## src/rtl/pipe_adder_pkg.sv

```systemverilog
// Shared types and constants for the pipelined carry-chunk adder.
package pipe_adder_pkg;

  localparam int DEF_WIDTH  = 32;
  localparam int DEF_STAGES = 2;

  typedef enum logic {
    ADD = 1'b0,
    SUB = 1'b1
  } mode_e;

  typedef struct packed {
    logic cout;
    logic ovf;
    logic zero;
  } flags_t;

  // Operand B is forwarded through a flat chain of shrinking slices: stage k
  // still owns WIDTH - k*cw bits (its own chunk plus everything above it).
  // This returns the bit offset of stage k's slice inside that chain.
  function automatic int rem_off(input int width, input int cw, input int k);
    return k * width - (cw * k * (k - 1)) / 2;
  endfunction

endpackage

```

## src/rtl/adder_slice.sv

```systemverilog
// Combinational chunk adder: one carry-chain segment of the pipelined adder.
module adder_slice #(
  parameter int W = 16
) (
  input  logic [W-1:0] a,
  input  logic [W-1:0] b,
  input  logic         cin,
  output logic [W-1:0] sum,
  output logic         cout
);

  assign {cout, sum} = {1'b0, a} + {1'b0, b} + {{W{1'b0}}, cin};

endmodule

```

## src/rtl/pipe_adder.sv

```systemverilog
// Pipelined add/sub with valid/ready handshake. Each stage resolves one
// WIDTH/STAGES chunk and registers the carry for the next stage.
// Optional build macro: PIPE_ADDER_SAT_EN clamps the result to signed
// max/min on overflow; without it the result wraps.
module pipe_adder
  import pipe_adder_pkg::*;
#(
  parameter int WIDTH  = DEF_WIDTH,
  parameter int STAGES = DEF_STAGES
) (
  input  logic             clk,
  input  logic             rst_n,
  input  logic             in_valid,
  output logic             in_ready,
  input  logic [WIDTH-1:0] in_a,
  input  logic [WIDTH-1:0] in_b,
  input  logic             in_cin,
  input  logic             in_sub,
  output logic             out_valid,
  input  logic             out_ready,
  output logic [WIDTH-1:0] out_sum,
  output logic             out_cout,
  output logic             out_ovf,
  output logic             out_zero
);

  localparam int CW   = WIDTH / STAGES;
  localparam int BTOT = rem_off(WIDTH, CW, STAGES);

  logic                          adv;
  mode_e                         mode;
  logic [STAGES:1]               vld_pipe;
  // a_i[k]: finished sum chunks below k*CW, untouched operand A above.
  logic [STAGES-1:0][WIDTH-1:0]  a_i;
  logic [STAGES-1:0]             c_i;
  logic [BTOT-1:0]               b_chain;
  logic [WIDTH-1:0]              sum_q;
  flags_t                        flags_q;

  assign mode      = in_sub ? SUB : ADD;
  assign out_valid = vld_pipe[STAGES];
  assign adv       = !out_valid || out_ready;
  assign in_ready  = adv;

  // Subtract is A + ~B + ~borrow; fold the inversion in before stage 0.
  assign a_i[0]             = in_a;
  assign b_chain[WIDTH-1:0] = (mode == SUB) ? ~in_b : in_b;
  assign c_i[0]             = (mode == SUB) ? ~in_cin : in_cin;

  assign out_sum  = sum_q;
  assign out_cout = flags_q.cout;
  assign out_ovf  = flags_q.ovf;
  assign out_zero = flags_q.zero;

  // Valid bits shift with the pipeline; bubbles travel as zeros.
  always_ff @(posedge clk or negedge rst_n) begin
    if (!rst_n) begin
      vld_pipe <= '0;
    end else if (adv) begin
      vld_pipe[1] <= in_valid;
      for (int k = 2; k <= STAGES; k++) vld_pipe[k] <= vld_pipe[k-1];
    end
  end

  for (genvar k = 0; k < STAGES; k++) begin : g_stage
    localparam int BOFF = rem_off(WIDTH, CW, k);
    localparam int BW   = WIDTH - k * CW;

    logic [BW-1:0]    b_rem;
    logic [CW-1:0]    chunk;
    logic             carry;
    logic [WIDTH-1:0] s_nxt;

    assign b_rem = b_chain[BOFF +: BW];

    adder_slice #(.W(CW)) u_slice (
      .a    (a_i[k][k*CW +: CW]),
      .b    (b_rem[CW-1:0]),
      .cin  (c_i[k]),
      .sum  (chunk),
      .cout (carry)
    );

    // Replace operand chunk k with its resolved sum chunk.
    always_comb begin
      s_nxt = a_i[k];
      s_nxt[k*CW +: CW] = chunk;
    end

    if (k < STAGES - 1) begin : g_reg
      localparam int BOFF_N = rem_off(WIDTH, CW, k + 1);

      logic [WIDTH-1:0]   a_q;
      logic [BW-CW-1:0]   b_q;
      logic               c_q;

      // Stage register: partial sum + pending A, pending B', chunk carry.
      always_ff @(posedge clk or negedge rst_n) begin
        if (!rst_n) begin
          a_q <= '0;
          b_q <= '0;
          c_q <= 1'b0;
        end else if (adv) begin
          a_q <= s_nxt;
          b_q <= b_rem[BW-1:CW];
          c_q <= carry;
        end
      end

      assign a_i[k+1]                     = a_q;
      assign b_chain[BOFF_N +: BW-CW]     = b_q;
      assign c_i[k+1]                     = c_q;
    end else begin : g_out
      logic             ovf;
      logic [WIDTH-1:0] res;

      // Top chunk of a_i still holds A's sign; b_rem's MSB is B' sign.
      assign ovf = (a_i[k][WIDTH-1] == b_rem[CW-1]) &&
                   (s_nxt[WIDTH-1] != a_i[k][WIDTH-1]);

`ifdef PIPE_ADDER_SAT_EN
      assign res = !ovf            ? s_nxt :
                   a_i[k][WIDTH-1] ? {1'b1, {(WIDTH-1){1'b0}}} :
                                     {1'b0, {(WIDTH-1){1'b1}}};
`else
      assign res = s_nxt;
`endif

      // Output register: final sum and flags, held while stalled.
      always_ff @(posedge clk or negedge rst_n) begin
        if (!rst_n) begin
          sum_q   <= '0;
          flags_q <= '0;
        end else if (adv) begin
          sum_q        <= res;
          flags_q.cout <= carry;
          flags_q.ovf  <= ovf;
          flags_q.zero <= (res == '0);
        end
      end
    end
  end

endmodule

```

## config.mk

```make
export PLATFORM = sky130hd
export DESIGN_NAME = pipe_adder
export DESIGN_NICKNAME = d
export VERILOG_FILES = /design/src/rtl/pipe_adder_pkg.sv /design/src/rtl/adder_slice.sv /design/src/rtl/pipe_adder.sv
export SDC_FILE = /design/constraint.sdc
export NUM_CORES = 1
export LEC_CHECK = 0
export BUFFER_PORTS_ARGS = -buffer_cell sky130_fd_sc_hd__buf_4
export CAP_MARGIN = 40
export CORE_MARGIN = 5
export CORE_UTILIZATION = 35
export DETAILED_ROUTE_END_ITERATION = 6
export PLACE_DENSITY_LB_ADDON = 0.05
export SLEW_MARGIN = 20
export SYNTH_ARGS = -nofsm -noshare
export SYNTH_HDL_FRONTEND = slang
export SYNTH_SLANG_ARGS = --single-unit
```

## constraint.sdc

```tcl
create_clock -name clk -period 5.2 [get_ports clk]
set_clock_uncertainty 0.05 [all_clocks]
set_input_delay 0.26 -clock clk [delete_from_list [all_inputs] [get_ports clk]]
set_output_delay 0.26 -clock clk [all_outputs]
set_load 0.05 [all_outputs]
```

# == Yosys cells after proc, flatten, opt, wreduce, memory -nomap -nowiden ==
# Cells that the tools add are included.
# Widths: inputs -> output; s select.
# word_totals
input_bits,70
register_bits,86
elab_cells,23
# op_classes
eq_ne,2
n_reduce_logical,4
muxes,3
bitwise,2
add_sub_neg,4
# op_table
op,n
$add 16x16->17,2
$add 17x1->17,2
$logic_not 32->1,1
$mux 32,1
$not 32->32,1
$mux 1,2
$eq 1x1->1,1
$logic_and 1x1->1,1
$logic_not 1->1,1
$logic_or 1x1->1,1
$ne 1x1->1,1
$not 1->1,1

# == Depth between registers and ports, before layout ==
# Gate-level depths: netlist of run 1.
# logic_depth
depth_word,4
depth_mapped,13
mapped_depth_nobuf,11

# == Hierarchy ==
# A second synthesis of run 1 with hierarchy kept.
# hier_totals
cells_unflattened,576
area_unflattened_um2,5147.4
# modules_own_cells
mod,cells_per_inst,area_each_um2,n_inst
pipe_adder,395,3666.0,1
adder_slice (g_stage[1].u_slice),92,748.2,1
adder_slice (g_stage[0].u_slice),89,733.2,1

# == Worst setup path before layout of run 1 ==
# OpenSTA, ideal clock, no wires.
# synth_path
path_type,input-to-reg
start,input in_sub
end,register g_stage[0].g_reg.a_q[14]
n_path_buf,2
t_required_ps,5020
cell_stages,13
arrival_time_ps,3472
setup_slack_ps,1549
path_cell_list,clkbuf_1 > buf_1 > xor2_1 > fa_1 > fa_1 > a21o_1 > a21oi_1 > o21a_1 > o21bai_1 > a2111oi_0 > o31ai_1 > xnor2_1 > o21ai_1
# synth_via
elab_chain_cells,4
# synth_rtl
item,line_no,text
start: declaration,pipe_adder.sv:18,"input logic in_sub,"
$mux 1 (*),pipe_adder.sv:40,assign mode = in_sub ? SUB : ADD;
$mux 32,pipe_adder.sv:47,assign b_chain[WIDTH-1:0] = (mode == SUB) ? ~in_b : in_b;
$add 16x16->17,adder_slice.sv:12,"assign {cout, sum} = {1'b0, a} + {1'b0, b} + {{W{1'b0}}, cin};"
$add 17x1->17 (*),adder_slice.sv:12,
end signal: assignment,pipe_adder.sv:104,a_q <= s_nxt;
end: declaration,pipe_adder.sv:93,logic [WIDTH-1:0] a_q;
# Mark *: on every way between the ends. The rest lies on a longest branch, timed or not.
# A chain may end at the register's enable or synchronous reset.

# == Worst setup path in the final report of run 1 ==
# layout_path
start,register g_stage[0].g_reg.a_q[16]
end,register flags_q (netlist bit out_zero)
# layout_via
elab_chain_cells,3
# layout_rtl
item,line_no,text
$add 16x16->17,adder_slice.sv:12,
$add 17x1->17,adder_slice.sv:12,
$logic_not 32->1,pipe_adder.sv:138,flags_q.zero <= (res == '0);
end: declaration,pipe_adder.sv:38,flags_t flags_q;
# Every way passes these cells.

==> results of run 1 <==
[cell usage after synthesis, drive strengths merged, types with 2 or more instances]
cell    count
a21o        8
dfrtp      86
a211o       2
a211oi      6
nand2b      5
mux2        2
a31oi       3
nand3       4
xnor2      30
ha         30
o31ai       5
o21a        5
buf         8
clkbuf     16
xor2       27
o211ai      3
o21ai      41
a221o       2
nand4       2
a21oi      34
nor4        5
inv        10
nor3        5
fa          4
nor2       26
nand2     160
o21bai      4
[where the power goes]
part	internal (mW)	switching [mW]
combinational	0.469	0.864
sequential	0.860	0.135
clock	0.469	0.263
total	1.80	1.26
[critical path, stage by stage (launching register included)]
cell      delay [ns]
dfrtp_1         0.40
fa_1            0.49
fa_1            0.46
a211oi_2        0.31
o21ai_1         0.13
nor4bb_1        0.16
or3_1           0.39
nor4_1          0.24
a21oi_1         0.07
a31o_1          0.19
o31ai_1         0.18
[area by class of cell]
| class | instances | area [µm²] |
|---|---|---|
| Clock inverter | 4 | 95.1 |
| Clock buffer | 12 | 236 |
| Multi-Input combinational cell | 429 | 2670 |
| Tap cell | 180 | 225 |
| Timing Repair Buffer | 112 | 856 |
| Inverter | 10 | 37.5 |
| Sequential cell | 86 | 2150 |
| Fill cell | 1395 | 7610 |
[sequential cells by signal, summed over array words and instances, names as in the netlist]
| register | flops |
|---|---|
| g_stage.g_reg.b_q | 16 |
| out_sum | 32 |
| g_stage.g_reg.a_q | 32 |
| vld_pipe | 2 |
| out_zero | 1 |
| out_cout | 1 |
| out_ovf | 1 |
| g_stage.g_reg.c_q | 1 |
[per-stage QoR]
stage / utilization, % / power, mW / worst slack (ns)
2_1_floorplan: - / 1.93 / 1.55
3_3_place_gp: 42.5 / 2.35 / 1.69
3_5_place_dp: 42.7 / 2.36 / 1.68
4_1_cts: 45.2 / 3.11 / 2.01
5_1_grt: 45.2 / 3.26 / 1.73
6_report: 45.2 / 3.06 / 2.04
[logic make-up after synthesis]
logic type,after synthesis,synth area share [%]
multiplexers,2,0.456
XOR/XNOR,57,10.1
buffers and inverters,34,2.58
flip-flops,86,43.6
AND/OR/NAND/NOR,217,18.3
adder cells (fa/ha/maj),34,9.22
AO/OA/AOI/OAI,119,15.7
[timing repair]
action / CTS / global route
gates resized for setup: 0 / 0
hold buffers: 1 / 0
hold endpoints to repair: 37 / 0
setup buffers: 0 / 0
[routing by layer]
metal  GRT usage [%]  up-vias  routed length (µm)
li1                -     2052                   -
met1            21.2     1813                5900
met2            23.0       69                5290
met3            4.15       13                 618
met4            4.63        0                 161
met5               0        -                   0
[worst min path at each step]
stage	end	slack, ns	cells past startpoint
floorplan	g_stage[0].g_reg.a_q[0]	-0.09	0
global placement	g_stage[0].g_reg.b_q[10]	0.21	1
detailed placement	g_stage[0].g_reg.a_q[27]	0.21	1
CTS	g_stage[0].g_reg.a_q[24]	0.04	3
global route	g_stage[0].g_reg.a_q[24]	0.05	3
finish	g_stage[0].g_reg.a_q[24]	0.06	3
==> metrics.txt, run 1 <==
H-tree lvl count=3; chip width=129 µm; GPL Wtd Cong=0.815; Starting Density=35.6%; # rows=43; most frequent cells in the layout=nand2_1, buf_4, dfrtp_1; post-DP HPWL=9.02 mm; Hold Startpoint=in_a[24]; kind of critical path=reg2reg; remaining antenna violation count after routing=0; Cells after DPL=between 800 and 900; Total GRT Usage=15.1%; pwr dens=488 nW/µm²; most area-consuming cells after synthesis=dfrtp_1, nand2_1, ha_1, xnor2_1, xor2_1; Clk Latency, worst-skew pair=0.35 ns; Clock Sinks=86; maxcap violations=0; Total Wirelength=roughly 12 mm; Pleak=3.00 nW; Hold Path Class=in2reg; Clk Tree Root Cell=clkbuf_16; Max Slew Vio Count=0; worst rel slew slack=58.1%; dominant synthesized flop cell=dfrtp_1; routed vias=3947; Yosys warning total=0; Reg2Reg Capture Point=out_zero; Synth-to-Final Area Change=26.9%; crit path time final=3.16 ns; clock buffer depth=2; Fin. Hold Viols=0; CTS Buf Count=9; synth unique cells=52; first-pass GRT wire length=19.8 mm; worst r2r path cells=10; maximum operating frequency=316 MHz; Arr. time, crit path=3.37 ns; CP max FO=3; most common cell after layout, fill and taps aside=nand2_1; Die ar.=16600 µm²; count of input and output buffers=106; share of layout cells above drive strength 1=21.3%; critical path endpoint=out_zero; RSZ-0062 raised after global routing=no; reg2reg start=g_stage[0].g_reg.a_q[16]; DRT Pass-1 Iters=4; Async S/R FF share, synth=100%; hold slack=0.0584 ns; Final Cell Area=6270 µm²; EDFF count, synth=0; R2R setup slack=2.04 ns; post-synthesis cell area=4940 µm²; syn_nets=between 600 and 700; gr ovfl total=0; Crit path required time=5.40 ns; vias in the first global route=3922; post-route insts no fill=833; status=finished, final reports clean; core area=13900 µm²; Cells after Synth=between 500 and 600; initial DRC count=157; syn_area_per_cell=between 8 and 9 µm²; Yosys top cell by area=dfrtp_1; initial antenna violation count=0; slew of the pin with the lowest slew margin=0.629 ns; wire per inst=14.4 µm; largest net degree at the start of global routing=between 50 and 60; area share of the largest cell type after synthesis=43.6%; Ports=between 100 and 150; post-synthesis sequential area ratio=around 44%; DR vias/cell=4.74; DIE HEIGHT=129 µm; Setup crit start kind=flop; #FFs+latches synth=86; Residual DRC=0; Final period util=60.8%; CP endpoint kind=flop; # setup viols final=0; diode count=0; CTS tree=yes; NumNets Final=752; peak supply drop=around 0.23 mV; final setup TNS=0 ns; post-place instance area=5930 µm²; clk slew on worst S/H paths=0.06 ns; Critical Path Start=g_stage[0].g_reg.a_q[16]
No activity file was read; power rests on OpenSTA's default activity.
==> run 2: changes to the inputs <==
--- a/config.mk
+++ b/config.mk
@@ -5,6 +5,7 @@
 export SDC_FILE = /design/constraint.sdc
 export NUM_CORES = 1
 export LEC_CHECK = 0
+export ABC_AREA = 1
 export BUFFER_PORTS_ARGS = -buffer_cell sky130_fd_sc_hd__buf_4
 export CAP_MARGIN = 40
 export CORE_MARGIN = 5
==> constraint.sdc (replaced) <==
create_clock -name clk -period 3.1 [get_ports clk]
set_clock_uncertainty 0.05 [all_clocks]
set_input_delay 0.155 -clock clk [delete_from_list [all_inputs] [get_ports clk]]
set_output_delay 0.155 -clock clk [all_outputs]
set_load 0.05 [all_outputs]
==> run 2 against run 1 <==
  * Flip-flop and latch count unchanged
  * Critical path type unchanged
  * Cell area increased by 7.2%
  * Count of clock-buffer cells in the layout decreased by 1
  * Hold slack got worse by 0.015 ns
  * Synthesized cell count increased by 27%
  * Die area increased by 6.3%
==> metrics.txt, run 2 <==
Async S/R FF share, synth=100% (unchanged); dominant synthesized flop cell=dfrtp_1; area occupied by multi-input gates=2810 µm² (+5.3%); syn_nets=801 (+23%); Net Switching=2.17 mW (+72%); Clk Tree Root Cell=clkbuf_16; peak supply drop=0.403 mV (+75%); # setup viols final=0 (unchanged); crit path time final=2.45 ns (-0.712 ns); # rows=44 (+2.3%); Clock Sinks=86 (unchanged); Pleak=3.48 nW (+16%); most area-consuming cells after synthesis=dfrtp_1, nand2_1, ha_1, o21ai_0, xnor2_1; Starting Density=36.0% (+0.44 points); Critical Path Start=g_stage[0].g_reg.a_q[16]; Cells after DPL=972 (+19%); share of layout cells above drive strength 1=17.9% (-3.4 points); post-route core utilization=45.9% (+0.72 points); Sw Share=44.1% (+2.8 points); clk slew on worst S/H paths=0.06 ns (about the same); post-synthesis cell area=5270 µm² (+6.8%); DRT Pass-1 Iters=4 (unchanged); main combinational cell family by area after synthesis=simple AND/OR/NAND/NOR gates; chip width=133 µm (+3.1%); core area=14600 µm² (+5.5%); Reg power frac=33.3% (+0.8 points); area share of the largest cell type after synthesis=40.8% (-2.8 points); maximum operating frequency=408 MHz (+29%); CTS tree=yes; wire per inst=13.6 µm (-5.7%); post-synthesis sequential area ratio=40.8% (-2.8 points); R2R setup slack=0.65 ns (-1.39 ns); Ports=107 (unchanged); routed vias=4702 (+19%); Crit path required time=3.33 ns (-2.07 ns); Fin. Hold Viols=0 (unchanged); Setup crit start kind=flop; post-route insts no fill=1005 (+21%); mux contribution to synthesized area=0% (-0.46 points); status=finished, final reports clean; pre-CTS setup slack=0.566 ns (-1.11 ns); EDFF count, synth=0 (unchanged); largest net degree at the start of global routing=63 (+11%); clock share of power=20.3% (-3.6 points); Max Slew Vio Count=0 (unchanged); Clk Latency, worst-skew pair=0.34 ns (about the same); gr ovfl total=0 (unchanged); Synth-to-Final Area Change=27.4%; DR vias/cell=4.68 (-1.3%); count of input and output buffers=106 (unchanged); Pint=2.76 mW (+53%); clock buffer depth=2 (unchanged); post-DP HPWL=10.5 mm (+16%); kind of critical path=reg2reg; reg2reg start=g_stage[0].g_reg.a_q[16]; H-tree lvl count=3 (unchanged); worst rel slew slack=62.0% (+4.0 points); vias in the first global route=4760 (+21%); slew of the pin with the lowest slew margin=0.569 ns (-0.0595 ns); post-synthesis simple-gate area fraction=28.7% (+10 points); #FFs+latches synth=86 (unchanged); RSZ-0062 raised after global routing=no; Final period util=79.0% (+18 points); remaining antenna violation count after routing=0 (unchanged); Hold Crit Depth=3 (unchanged); Yosys top cell by area=dfrtp_1; # fillers=1493 (+7.0%); Cells after Synth=697 (+27%); CTS Buf Count=9 (unchanged); maxcap violations=0 (unchanged); Post-Synth Adder-Cell Area=8.64% (-0.59 points); Arr. time, crit path=2.68 ns (-0.69 ns); Yosys warning total=0 (unchanged); Hold Startpoint=in_b[30]; most common cell after layout, fill and taps aside=nand2_1; hold path endpoint=g_stage[0].g_reg.b_q[14]; combinational share of power=46.4% (+2.8 points); synth cell count leaders=nand2_1, dfrtp_1, inv_1; final worst setup slack=0.651 ns (-1.39 ns); syn_area_per_cell=7.57 µm² (-16%); initial DRC count=190 (+21%); final setup TNS=0 ns (unchanged); most frequent cells in the layout=nand2_1, buf_4, dfrtp_1; CP endpoint kind=flop; sequential cell area=2150 µm² (unchanged); Die ar.=17600 µm² (+6.3%); Total Wirelength=13.6 mm (+14%); Hold Path Class=in2reg; Setup Fix Bufs, Post-CTS=0 (unchanged); worst r2r path cells=13 (+3); Reg2Reg Capture Point=out_zero; dominant cell by count in the synthesized netlist=nand2_1; post-synthesis xor/xnor area fraction=6.98% (-3.1 points); Residual DRC=0 (unchanged); pwr dens=735 nW/µm² (+50%); Total GRT Usage=16.1% (+0.97 points); DIE HEIGHT=133 µm (+3.1%); synth unique cells=28 (-46%); NumNets Final=921 (+22%); compound-gate portion of the synthesized area=8.73% (-7.0 points); first-pass GRT wire length=23.4 mm (+18%); diode count=0 (unchanged); GPL Wtd Cong=0.887 (+8.9%); initial antenna violation count=0 (unchanged); CP max FO=4 (+1)
## run 2: how the worst max path moves through the flow
stage,to,slack [ns],cells past startpoint
CTS,out_zero,0.63,13
floorplan,g_stage[0].g_reg.a_q[12],0.61,13
finish,out_zero,0.65,13
global placement,g_stage[0].g_reg.a_q[12],0.59,12
global route,out_zero,0.40,13
detailed placement,g_stage[0].g_reg.a_q[12],0.57,12
## run 2: kinds of logic after synthesis
family                   count (synthesis)
AO/OA/AOI/OAI                           87
XOR/XNOR                                42
buffers and inverters                   79
AND/OR/NAND/NOR                        369
flip-flops                              86
adder cells (fa/ha/maj)                 34
## run 2: power groups by stage
| stage | Combinational (mW) | Sequential, mW | Clock [mW] |
|---|---|---|---|
| CTS | 2.31 | 1.65 | 1.04 |
| detailed placement | 2.29 | 1.66 | 0 |
| finish | 2.29 | 1.64 | 1.00 |
| floorplan | 0.996 | 2.22 | 0 |
| global route | 2.53 | 1.69 | 1.08 |
| global placement | 2.27 | 1.66 | 0 |
## run 2: metal layers
metal	vias to the layer above	GRT usage (%)	share of wire, %
met5	-	0	0
met3	7	4.67	5.0
met1	2132	23.4	52
met2	103	23.9	42
met4	0	3.41	0.76
li1	2460	-	-
## run 2: layout make-up
class                   count  area share (%)
repair buffers            131            15.5
clock inverters             4           0.335
well taps                 184            3.43
multi-input cells         532            41.8
inverters                  57            3.18
clock buffers              11            3.76
flip-flops and latches     86            32.0
## run 2: timing repair
action | CTS | global route
resized for setup | 0 | 0
hold buffers | 18 | 0
endpoints found under the hold margin | 42 | 0
## run 2: worst max-delay path, stage by stage, from the launching register on
cell	delay [ns]
dfrtp_1	0.40
fa_1	0.52
fa_1	0.47
nand3_1	0.13
nand2_1	0.10
nand2_1	0.09
nand2_1	0.06
nand2_1	0.07
nand2_1	0.06
nor2_1	0.12
nand3_2	0.07
nor2_1	0.09
nand3_1	0.07
nand2_1	0.07
## run 2: through the flow
stage | total power [mW] | instance area (µm²) | hold slack, ns
6_report | 4.94 | 6720 | 0.0435
2_1_floorplan | 3.22 | 5270 | -0.191
4_1_cts | 5.00 | 6720 | 0.0311
3_3_place_gp | 3.93 | 6240 | 0.0360
5_1_grt | 5.30 | 6720 | 0.0375
3_5_place_dp | 3.95 | 6260 | 0.0354
==> run 3: changes to the inputs <==
--- a/config.mk
+++ b/config.mk
@@ -5,7 +5,7 @@
 export SDC_FILE = /design/constraint.sdc
 export NUM_CORES = 1
 export LEC_CHECK = 0
-export ABC_AREA = 1
+export ABC_AREA = 0
 export BUFFER_PORTS_ARGS = -buffer_cell sky130_fd_sc_hd__buf_4
 export CAP_MARGIN = 40
 export CORE_MARGIN = 5
==> constraint.sdc (replaced) <==
create_clock -name clk -period 1.97 [get_ports clk]
set_clock_uncertainty 0.05 [all_clocks]
set_input_delay 0.0985 -clock clk [delete_from_list [all_inputs] [get_ports clk]]
set_output_delay 0.0985 -clock clk [all_outputs]
set_load 0.05 [all_outputs]
==> run 3 against run 2 <==
  * The flow now finishes with violations (setup timing)
  * Via count decreased by 7.4%
  * Flip-flop and latch count unchanged
  * Total power increased by 78%
  * Global-route usage decreased by 0.097 points
  * Count of clock-buffer cells in the layout decreased by 1
  * Combinational power increased by 90%
  * Cell area increased by 9.5%
  * Wire length decreased by 4.8%
  * Critical path depth decreased by 3
  * Register-to-register slack got worse by 1.5 ns
  * Hold slack got worse by 0.037 ns
  * Sequential share of layout area decreased by 2.8 points
==> metrics.txt, run 3 (same netlist as run 1, synthesis figures left out) <==
slew of the pin with the lowest slew margin=0.436 ns (-0.133 ns); DRT Pass-1 Iters=4 (unchanged); Arr. time, crit path=2.97 ns (+0.29 ns); NumNets Final=850 (-7.7%); CTS Buf Count=9 (unchanged); H-tree lvl count=3 (unchanged); critical path endpoint=out_zero; most common cell after layout, fill and taps aside=buf_4; Cells after DPL=883 (-9.2%); post-place instance area=6490 µm² (+3.7%); Fin. Hold Viols=0 (unchanged); first-pass GRT wire length=21.4 mm (-8.3%); vias in the first global route=4459 (-6.3%); remaining antenna violation count after routing=0 (unchanged); crit path time final=2.77 ns (+0.323 ns); share of layout cells above drive strength 1=34.1% (+16 points); maximum operating frequency=361 MHz (-12%); Critical Path Start=g_stage[0].g_reg.c_q; maxcap violations=0 (unchanged); pwr dens=1200 nW/µm² (+63%); Ports=107 (unchanged); most frequent cells in the layout=buf_4, nand2_1, dfrtp_1; CP endpoint kind=flop; RSZ-0062 raised after global routing=yes; DIE HEIGHT=129 µm (-3.0%); clock buffer depth=2 (unchanged); Hold Crit Depth=3 (unchanged); Reg2Reg Capture Point=out_zero; initial antenna violation count=0 (unchanged); core area=13900 µm² (-5.2%); # rows=43 (-2.3%); gr ovfl total=0 (unchanged); post-DP HPWL=9.49 mm (-9.2%); peak supply drop=0.634 mV (+57%); worst r2r path cells=10 (-3); routed vias=4352 (-7.4%); clk slew on worst S/H paths=0.06 ns (about the same); # setup viols final=24 (+24); violated checks=setup timing; Final Cell Area=7350 µm² (+9.5%); Pleak=3.55 nW (+2.0%); Residual DRC=0 (unchanged); wire per inst=13.9 µm (+2.7%); Die ar.=16600 µm² (-5.9%); DR vias/cell=4.67 (about the same); Clk Latency, worst-skew pair=0.34 ns (about the same); initial DRC count=191 (+0.53%); Final period util=141% (+62 points); diode count=0 (unchanged); Hold Path Class=in2reg; chip width=129 µm (-3.0%); final worst setup slack=-0.801 ns (-1.45 ns); reg2reg start=g_stage[0].g_reg.c_q; worst rel slew slack=70.6% (+8.6 points); status=finished, violations left; Synth-to-Final Area Change=48.9%; post-route insts no fill=931 (-7.4%); Clk Tree Root Cell=clkbuf_16; CP max FO=2 (-2); GPL Wtd Cong=0.837 (-5.6%); Total GRT Usage=16.0% (-0.097 points); largest net degree at the start of global routing=100 (+59%); Total Wirelength=13.0 mm (-4.8%); Setup crit start kind=flop; Starting Density=35.6% (-0.44 points); kind of critical path=reg2reg; CTS tree=yes; Crit path required time=2.17 ns (-1.16 ns); count of input and output buffers=106 (unchanged); Clock Sinks=86 (unchanged); R2R setup slack=-0.80 ns (-1.45 ns); Max Slew Vio Count=0 (unchanged)
==> run 3: timing repair <==
item                                    4_1_cts  5_1_grt
resized for setup                            34       22
buffers inserted                              7        4
pin swaps                                    26       14
hold buffers                                 24        0
endpoints found under the setup margin       23       25
endpoints found under the hold margin        83        0
==> run 3: how the worst min path moves through the flow <==
| stage | startpoint | end | slack [ns] |
|---|---|---|---|
| after floorplan | rst_n | g_stage[0].g_reg.a_q[0] | -0.25 |
| after global placement | rst_n | g_stage[0].g_reg.b_q[10] | -0.01 |
| after detailed placement | rst_n | g_stage[0].g_reg.b_q[10] | -0.01 |
| after CTS | in_b[16] | g_stage[0].g_reg.b_q[0] | 0.0002 |
| after global routing | in_b[29] | g_stage[0].g_reg.b_q[13] | 0.003 |
| final | in_b[23] | g_stage[0].g_reg.b_q[7] | 0.007 |
==> run 3: final cells by class <==
| class | count | area (µm²) |
|---|---|---|
| Fill cell | 1314 | 6530 |
| Multi-Input combinational cell | 429 | 2910 |
| Sequential cell | 86 | 2150 |
| Timing Repair Buffer | 210 | 1710 |
| Clock buffer | 10 | 229 |
| Tap cell | 180 | 225 |
| Clock inverter | 6 | 86.3 |
| Inverter | 10 | 37.5 |
==> run 3: critical path, stage by stage, from the launching register on <==
cell	delay, ns
dfrtp_1	0.40
fa_2	0.41
fa_2	0.38
a211oi_4	0.28
o21ai_2	0.09
nor4bb_4	0.18
or3_4	0.34
nor4_2	0.14
a21oi_1	0.07
a31o_1	0.18
o31ai_2	0.16
==> run 3: power breakdown <==
part / total [mW] / internal (mW) / switching (mW) / leakage, nW
logic: 4.36 / 1.83 / 2.53 / 2.38
registers: 2.64 / 2.27 / 0.373 / 1.02
clock network: 1.79 / 1.11 / 0.686 / 0.152
total: 8.80 / 5.21 / 3.59 / 3.55
==> run 3: routing by layer <==
metal | GRT usage [%] | wire length [µm]
met4 | 4.32 | 186
met1 | 22.3 | 6280
met5 | 0 | 0
met2 | 25.5 | 5970
met3 | 3.32 | 523
==> run 3: metrics by stage <==
step	utilization [%]	worst slack (ns)	TNS [ns]	hold slack, ns	total power [mW]
2_1_floorplan	-	-0.745	-9.07	-0.247	5.13
3_3_place_gp	46.8	-0.963	-12.96	-0.0126	6.66
4_1_cts	52.1	-0.815	-9.44	0.000167	8.76
3_5_place_dp	46.8	-0.965	-13.37	-0.0122	6.70
6_report	53.0	-0.801	-9.77	0.00677	8.80
5_1_grt	53.0	-0.928	-12.46	0.00324	9.33
